$ cat config.mk
export PLATFORM = sky130hd
export DESIGN_NAME = vga_tile_scanner
export DESIGN_NICKNAME = d
export VERILOG_FILES = /design/src/rtl/pong_pkg.sv /design/src/rtl/sync_delay_line.sv /design/src/rtl/vga_tile_scanner.sv
export SDC_FILE = /design/constraint.sdc
export NUM_CORES = 1
export LEC_CHECK = 0
export ABC_AREA = 1
export BUFFER_PORTS_ARGS = -buffer_cell sky130_fd_sc_hd__buf_4
export CAP_MARGIN = 15
export CELL_PAD_IN_SITES_DETAIL_PLACEMENT = 0
export CELL_PAD_IN_SITES_GLOBAL_PLACEMENT = 1
export CORE_MARGIN = 5
export CORE_UTILIZATION = 32
export DETAILED_ROUTE_END_ITERATION = 10
export PLACE_DENSITY = 0.62
export SLEW_MARGIN = 20
export SYNTH_ARGS = -nofsm -noshare
export SYNTH_HDL_FRONTEND = slang
export SYNTH_SLANG_ARGS = --single-unit
$ cat constraint.sdc
create_clock -name i_Clk -period 1.39 [get_ports i_Clk]
set_clock_uncertainty 0.15 [all_clocks]
set_input_delay 0.2085 -clock i_Clk [delete_from_list [all_inputs] [get_ports i_Clk]]
set_output_delay 0.2085 -clock i_Clk [all_outputs]
set_load 0.03 [all_outputs]
$ cat src/rtl/pong_pkg.sv
// pong_pkg: shared VGA 640x480 timing, tile geometry and game-board constants
package pong_pkg;
    localparam int c_VGA_TOTAL_COLS  = 800;
    localparam int c_VGA_TOTAL_ROWS  = 525;
    localparam int c_VGA_ACTIVE_COLS = 640;
    localparam int c_VGA_ACTIVE_ROWS = 480;
    localparam int c_VGA_H_FRONT     = 16;
    localparam int c_VGA_H_SYNC      = 96;
    localparam int c_VGA_V_FRONT     = 10;
    localparam int c_VGA_V_SYNC      = 2;
    localparam int c_TILE_SHIFT      = 4;
    localparam int c_BOARD_COLS      = 40;
    localparam int c_BOARD_ROWS      = 30;
    localparam logic [5:0] c_OFF_BOARD = 6'h3F;
    typedef struct packed {
        logic hsync;
        logic vsync;
        logic active;
    } sync_t;
    localparam sync_t c_SYNC_IDLE = '{hsync: 1'b1, vsync: 1'b1, active: 1'b0};
endpackage

$ cat src/rtl/sync_delay_line.sv
// sync_delay_line: fixed-depth shift register with reset value; depth 0 is a wire
module sync_delay_line #(
    parameter int c_WIDTH = 1,
    parameter int c_DEPTH = 1,
    parameter logic [c_WIDTH-1:0] c_RST_VAL = '0
) (
    input  logic               i_Clk,
    input  logic               i_Rst,
    input  logic [c_WIDTH-1:0] i_Data,
    output logic [c_WIDTH-1:0] o_Data
);
    localparam int c_N = (c_DEPTH == 0) ? 1 : c_DEPTH;
    logic [c_WIDTH-1:0] r_pipe [c_N];
    // shift every cycle; reset loads the idle value into every stage
    always_ff @(posedge i_Clk)
        if (i_Rst) r_pipe <= '{default: c_RST_VAL};
        else begin
            r_pipe[0] <= i_Data;
            for (int k = 1; k < c_N; k++) r_pipe[k] <= r_pipe[k-1];
        end
    assign o_Data = (c_DEPTH == 0) ? i_Data : r_pipe[c_N-1];
endmodule

$ cat src/rtl/vga_tile_scanner.sv
// vga_tile_scanner: VGA raster counters, registered syncs and tile indices for Pong
module vga_tile_scanner
    import pong_pkg::*;
#(
    parameter int c_TOTAL_COLS  = c_VGA_TOTAL_COLS,
    parameter int c_TOTAL_ROWS  = c_VGA_TOTAL_ROWS,
    parameter int c_ACTIVE_COLS = c_VGA_ACTIVE_COLS,
    parameter int c_ACTIVE_ROWS = c_VGA_ACTIVE_ROWS,
    parameter int c_H_FRONT     = c_VGA_H_FRONT,
    parameter int c_H_SYNC      = c_VGA_H_SYNC,
    parameter int c_V_FRONT     = c_VGA_V_FRONT,
    parameter int c_V_SYNC      = c_VGA_V_SYNC,
    parameter int c_SYNC_DLY    = 1
) (
    input  logic       i_Clk,
    input  logic       i_Rst,
    output logic       o_HSync,
    output logic       o_VSync,
    output logic       o_Active,
    output logic [5:0] o_Col_Count_Div,
    output logic [5:0] o_Row_Count_Div,
    output logic       o_Frame_Start,
    output logic       o_HSync_Dly,
    output logic       o_VSync_Dly,
    output logic       o_Active_Dly
);
    localparam logic [9:0] c_LAST_COL = 10'(c_TOTAL_COLS - 1);
    localparam logic [9:0] c_LAST_ROW = 10'(c_TOTAL_ROWS - 1);
    localparam logic [9:0] c_ACT_COLS = 10'(c_ACTIVE_COLS);
    localparam logic [9:0] c_ACT_ROWS = 10'(c_ACTIVE_ROWS);
    localparam logic [9:0] c_HS_BEG   = 10'(c_ACTIVE_COLS + c_H_FRONT);
    localparam logic [9:0] c_HS_END   = 10'(c_ACTIVE_COLS + c_H_FRONT + c_H_SYNC);
    localparam logic [9:0] c_VS_BEG   = 10'(c_ACTIVE_ROWS + c_V_FRONT);
    localparam logic [9:0] c_VS_END   = 10'(c_ACTIVE_ROWS + c_V_FRONT + c_V_SYNC);

    logic [9:0] r_col, r_row;
    logic       r_HSync, r_VSync, r_Active, r_Frame_Start;
    logic [5:0] r_Col_Div, r_Row_Div;
    logic       w_active, w_col_wrap;
    sync_t      w_sync, w_sync_dly;

    assign w_active   = (r_col < c_ACT_COLS) && (r_row < c_ACT_ROWS);
    assign w_col_wrap = (r_col == c_LAST_COL);

    // free-running column/row raster counters
    always_ff @(posedge i_Clk)
        if (i_Rst) begin
            r_col <= '0;
            r_row <= '0;
        end else begin
            r_col <= w_col_wrap ? '0 : r_col + 10'd1;
            if (w_col_wrap) r_row <= (r_row == c_LAST_ROW) ? '0 : r_row + 10'd1;
        end

    // registered decode of the counters; tile indices pinned off-board in blanking
    always_ff @(posedge i_Clk)
        if (i_Rst) begin
            r_HSync       <= 1'b1;
            r_VSync       <= 1'b1;
            r_Active      <= 1'b0;
            r_Frame_Start <= 1'b0;
            r_Col_Div     <= c_OFF_BOARD;
            r_Row_Div     <= c_OFF_BOARD;
        end else begin
            r_HSync       <= !((r_col >= c_HS_BEG) && (r_col < c_HS_END));
            r_VSync       <= !((r_row >= c_VS_BEG) && (r_row < c_VS_END));
            r_Active      <= w_active;
            r_Frame_Start <= (r_col == '0) && (r_row == '0);
            r_Col_Div     <= w_active ? 6'(r_col >> c_TILE_SHIFT) : c_OFF_BOARD;
            r_Row_Div     <= w_active ? 6'(r_row >> c_TILE_SHIFT) : c_OFF_BOARD;
        end

    assign w_sync = '{hsync: r_HSync, vsync: r_VSync, active: r_Active};

    sync_delay_line #(
        .c_WIDTH  (3),
        .c_DEPTH  (c_SYNC_DLY),
        .c_RST_VAL(c_SYNC_IDLE)
    ) u_sync_dly (
        .i_Clk (i_Clk),
        .i_Rst (i_Rst),
        .i_Data(w_sync),
        .o_Data(w_sync_dly)
    );

    assign o_HSync         = r_HSync;
    assign o_VSync         = r_VSync;
    assign o_Active        = r_Active;
    assign o_Frame_Start   = r_Frame_Start;
    assign o_Col_Count_Div = r_Col_Div;
    assign o_Row_Count_Div = r_Row_Div;
    assign o_HSync_Dly     = w_sync_dly.hsync;
    assign o_VSync_Dly     = w_sync_dly.vsync;
    assign o_Active_Dly    = w_sync_dly.active;
endmodule

[Yosys cells after proc, flatten, opt, wreduce, memory -nomap -nowiden]
Cells that the tools add are included.
Word-level totals
  register bits: 39
  output and inout bits: 19
  logic and storage cells: 31
Cells by class
  add/subtract/negate cells: 2
  magnitude comparators: 6
  equal/unequal tests: 2
  multiplexer cells: 1
  bitwise operators: 1
  reduce and logical (&&, ||, !) cells: 10
Operators with widths (number)
  adder 10 x 1 -> 10 bit, second input constant: 2
  equality test 10 bit, second input constant: 2
  logical NOT 10 bit: 2
  less-than comparator 10 bit, second input constant: 2
  less-than comparator 10 x 9 -> 1 bit, second input constant: 2
  >= comparator 10 bit, second input constant: 1
  >= comparator 10 x 9 -> 1 bit, second input constant: 1
  2-to-1 mux 10 bit: 1
  logical AND 1 bit: 4
  OR reduction 2 bit: 2
  logical NOT 1 bit: 2
  inverter 1 bit: 1

[Longest topological paths before layout]
  depth in word-level cells: 4
  depth in mapped cells: 9

[By module]
A second synthesis with hierarchy kept.
Second synthesis, totals
  cell total of the unflattened synthesis: 221
  area, all modules: 1655.3 um^2
By module, submodules not included
  vga_tile_scanner: instances 1, cells an instance 211, area each 1569.0 um^2
  sync_delay_line: instances 1, cells an instance 10, area each 86.3 um^2

[Least setup slack after synthesis]
OpenSTA, ideal clock, no wires.
  path type: register to register
  start point: reg r_col[0]
  end point: reg r_col[3]
  arrival: 1.217 ns
  data required time: 1.113 ns
  setup slack: -0.104 ns
  cell stages (with the launch flop): 8
  path through: dfxtp_1 -> ha_1 -> nand2_2 -> nor2_8 -> nand4_4 -> nand2_2 -> buf_4 -> nor3b_1
Between the ends
  word-level cells in the longest chain between the ends: 2
  elaborated cells on any way between the ends: 3
  classes of those cells: add/sub: 1; eq/ne: 1; reduce/logical: 1
Ends and longest elaborated chain
  start, declared: RTL line vga_tile_scanner.sv:36  | logic [9:0] r_col, r_row;
  start signal, assigned: RTL line vga_tile_scanner.sv:51  | r_col <= w_col_wrap ? '0 : r_col + 10'd1;
  branches (longest 2 deep; another with adder 10 x 1 -> 10 bit)
Several ways; the timed one is not identified.
A chain may end at the register's enable or synchronous reset.

[Worst setup path in the final report]
  start point: reg r_col[0]
  end point: reg r_col[4]
The elaborated chain is that of the path after synthesis.

==> metrics <==
first-pass GRT wire length 6730 um; pwr dens 902 nW/um^2; post-place setup slack -0.166 ns; largest net degree at the start of global routing 14; Post-Synth Simple-Gate Area 0.374; internal power 1.74 mW; CTS tree done; most frequent cells in the layout buf_4 (62), nand2_1 (45), dfxtp_1 (37); sw power 0.524 mW; Row Count 26; most frequent CP cell nand2_4; H-tree levels 2; DR iter-0 viols 36; clk buf depth 2; synthesized area 1700 sq um; antenna cells 0; core box area 5140 sq um; clock sink count 39; Via Count 1524; unrepaired setup endpoints after global routing yes; # setup viols final 20; outcome finished with violations; CP Cell Sequence ha_4 -> nand2_4 -> nor2_8 -> nand4_4 -> nand2_4 -> buf_12 -> a21oi_1; critical path arrival 1.50 ns; Flop pwr share 0.513; vias in the first global route 1408; share of cells above drive strength 1 0.417; reg2reg setup slack -0.08 ns; die footprint 6880 sq um; # hold bufs at CTS 0; main combinational cell family by area after synthesis simple AND/OR/NAND/NOR gates; initial antenna violation count 0; Hold Crit Class in2reg; Synth Instances 217; failing checks setup timing; TritonCTS buffer count 5; Layout Utilization 0.489; # nets final 293; IO Port Bufs 20; Slowest cell on crit path dfxtp_4; Pleak 1.18 nW; filler cell count 526; Sw Ratio 0.231; Achievable Freq 0.682 GHz; max cap viols 0; WHS 0.0834 ns; Starting Density 0.331; Final ANT Viol Nets 0; Root Driver clkbuf_8; crit path kind reg2reg; compound-cell area share of the yosys netlist 0.0449; final wirelength 4090 um; xor/xnor share of the synthesized area 0.00515; Synth Warn # 0; Top Ports 21; Die Wd 82.9 um; routed len/inst 11.4 um; Synth Area in Adders 0.0294; sequential cell area fraction in the yosys report 0.459; Initial DRT Pass Iterations 4; worst vdd ir 369 uV; Max Slew Vio Count 0; CP bufs+invs 1; worst-skew pair later-pin latency 0.29 ns; min Tclk post-route 1.47 ns; clock power share 0.398; final worst slack -0.0756 ns; dpl hpwl 3040 um; layout overhead on the synthesized area 47.6%; Die H 82.9 um; Worst EP required 1.42 ns; Syn Area/Cell 7.84 sq um; drc violations 0; synth unique cells 30; worst-path fanout max 10; #FFs+latches synth 39; Startpoint Class flop; mux contribution to synthesized area 0; Gate power share 0.090; Critical Path End Type flop; CP peak stage delay 0.36 ns; post-route clock period utilization 1.05; setup TNS -1.04 ns; Hold Vio Cnt, Final 0; Worst-Margin Slew 0.363 ns; commonest non-fill, non-tap cell in the layout buf_4; max_slew headroom 0.756; grt ovf 0; syn_nets 223; routed vias/inst 4.26; GP Congestion 0.820; Top delay family on crit path simple AND/OR/NAND/NOR gates; CTS clock-pin slew for the worst setup and hold paths 0.08 ns; GRT Total Usage 0.119
[kinds of logic after synthesis]
group	after synthesis
buf+inv	36
xor+xnor	1
compound gates	14
flops	39
simple gates	123
fa+ha+maj	4
[worst register-to-register path, stage by stage (launching register included)]
cell,delay [ns]
dfxtp_4,0.36
ha_4,0.14
nand2_4,0.06
nor2_8,0.13
nand4_4,0.17
nand2_4,0.16
buf_12,0.15
a21oi_1,0.05
[routing by layer]
| metal | GRT usage | wire length, um | up-vias |
|---|---|---|---|
| met4 | 0.0401 | 55 | 0 |
| met5 | 0 | 0 | - |
| met3 | 0.0347 | 193 | 6 |
| met1 | 0.163 | 2110 | 669 |
| met2 | 0.179 | 1730 | 25 |
| li1 | - | - | 824 |
[area by class of cell]
class	count	area, sq um	share of cell area
Multi-Input combinational cell	143	890	0.354
Sequential cell	39	786	0.313
Timing Repair Buffer	64	505	0.201
Inverter	34	130	0.0518
Clock buffer	7	108	0.0428
Tap cell	70	87.6	0.0349
Clock inverter	1	5.00	0.00199
[metrics by stage]
step	instances	area (sq um)	power (mW)
6_report	358	2510	2.26
2_1_floorplan	217	1740	1.30
3_5_place_dp	343	2260	1.38
5_1_grt	358	2510	2.35
3_3_place_gp	343	2260	1.38
4_1_cts	354	2410	2.29
[what timing repair did]
| item | CTS | global route |
|---|---|---|
| gates cloned | 1 | 0 |
| pin swaps | 6 | 3 |
| gates resized for setup | 4 | 13 |
| setup endpoints to repair | 33 | 32 |
| setup buffers | 2 | 4 |
[worst paths after layout]
path,from,end,depth (start not counted)
worst max register to register,r_col[0],r_col[4],7
worst min-delay path,i_Rst,r_row[7],3
worst min register to register,o_Active,u_sync_dly.o_Data[0],2
worst max-delay path,r_col[0],r_col[4],7
[state kept, by name, indices dropped and copies added (netlist names)]
signal,flops
o_Active,1
o_Col_Count_Div,6
o_Frame_Start,1
o_HSync,1
o_Row_Count_Div,6
o_VSync,1
r_col,10
r_row,10
u_sync_dly.o_Data,3
[cells in the mapped netlist]
master / instances / area [sq um]
a21oi_1: 8 / 40.0
buf_4: 1 / 7.51
buf_6: 1 / 11.3
dfxtp_1: 39 / 781
ha_1: 4 / 50.1
inv_1: 27 / 101
inv_2: 6 / 22.5
inv_4: 1 / 6.26
nand2_1: 46 / 173
nand2_2: 11 / 68.8
nand3_1: 13 / 65.1
nand3_2: 1 / 10.0
nand3_4: 1 / 17.5
nand3b_1: 1 / 7.51
nand4_1: 5 / 31.3
nand4_4: 1 / 21.3
nor2_1: 26 / 97.6
nor2_2: 2 / 12.5
nor2_4: 1 / 11.3
nor2_8: 2 / 40.0
nor3_1: 5 / 25.0
nor3_2: 1 / 10.0
nor3b_1: 2 / 15.0
nor4_1: 3 / 18.8
o2111ai_1: 1 / 8.76
o21ai_0: 1 / 5.00
o21ai_1: 3 / 15.0
o21bai_1: 1 / 7.51
or2_2: 2 / 12.5
xor2_1: 1 / 8.76
[power groups by stage]
stage                     registers, mW  clock network (mW)  logic, mW
after floorplan                    1.24                   0     0.0593
after global placement             1.19                   0      0.187
after detailed placement           1.19                   0      0.187
after CTS                          1.16               0.941      0.190
after global routing               1.16               0.962      0.221
final                              1.16               0.901      0.203
Note: power is estimated with default switching activity, not from simulation.
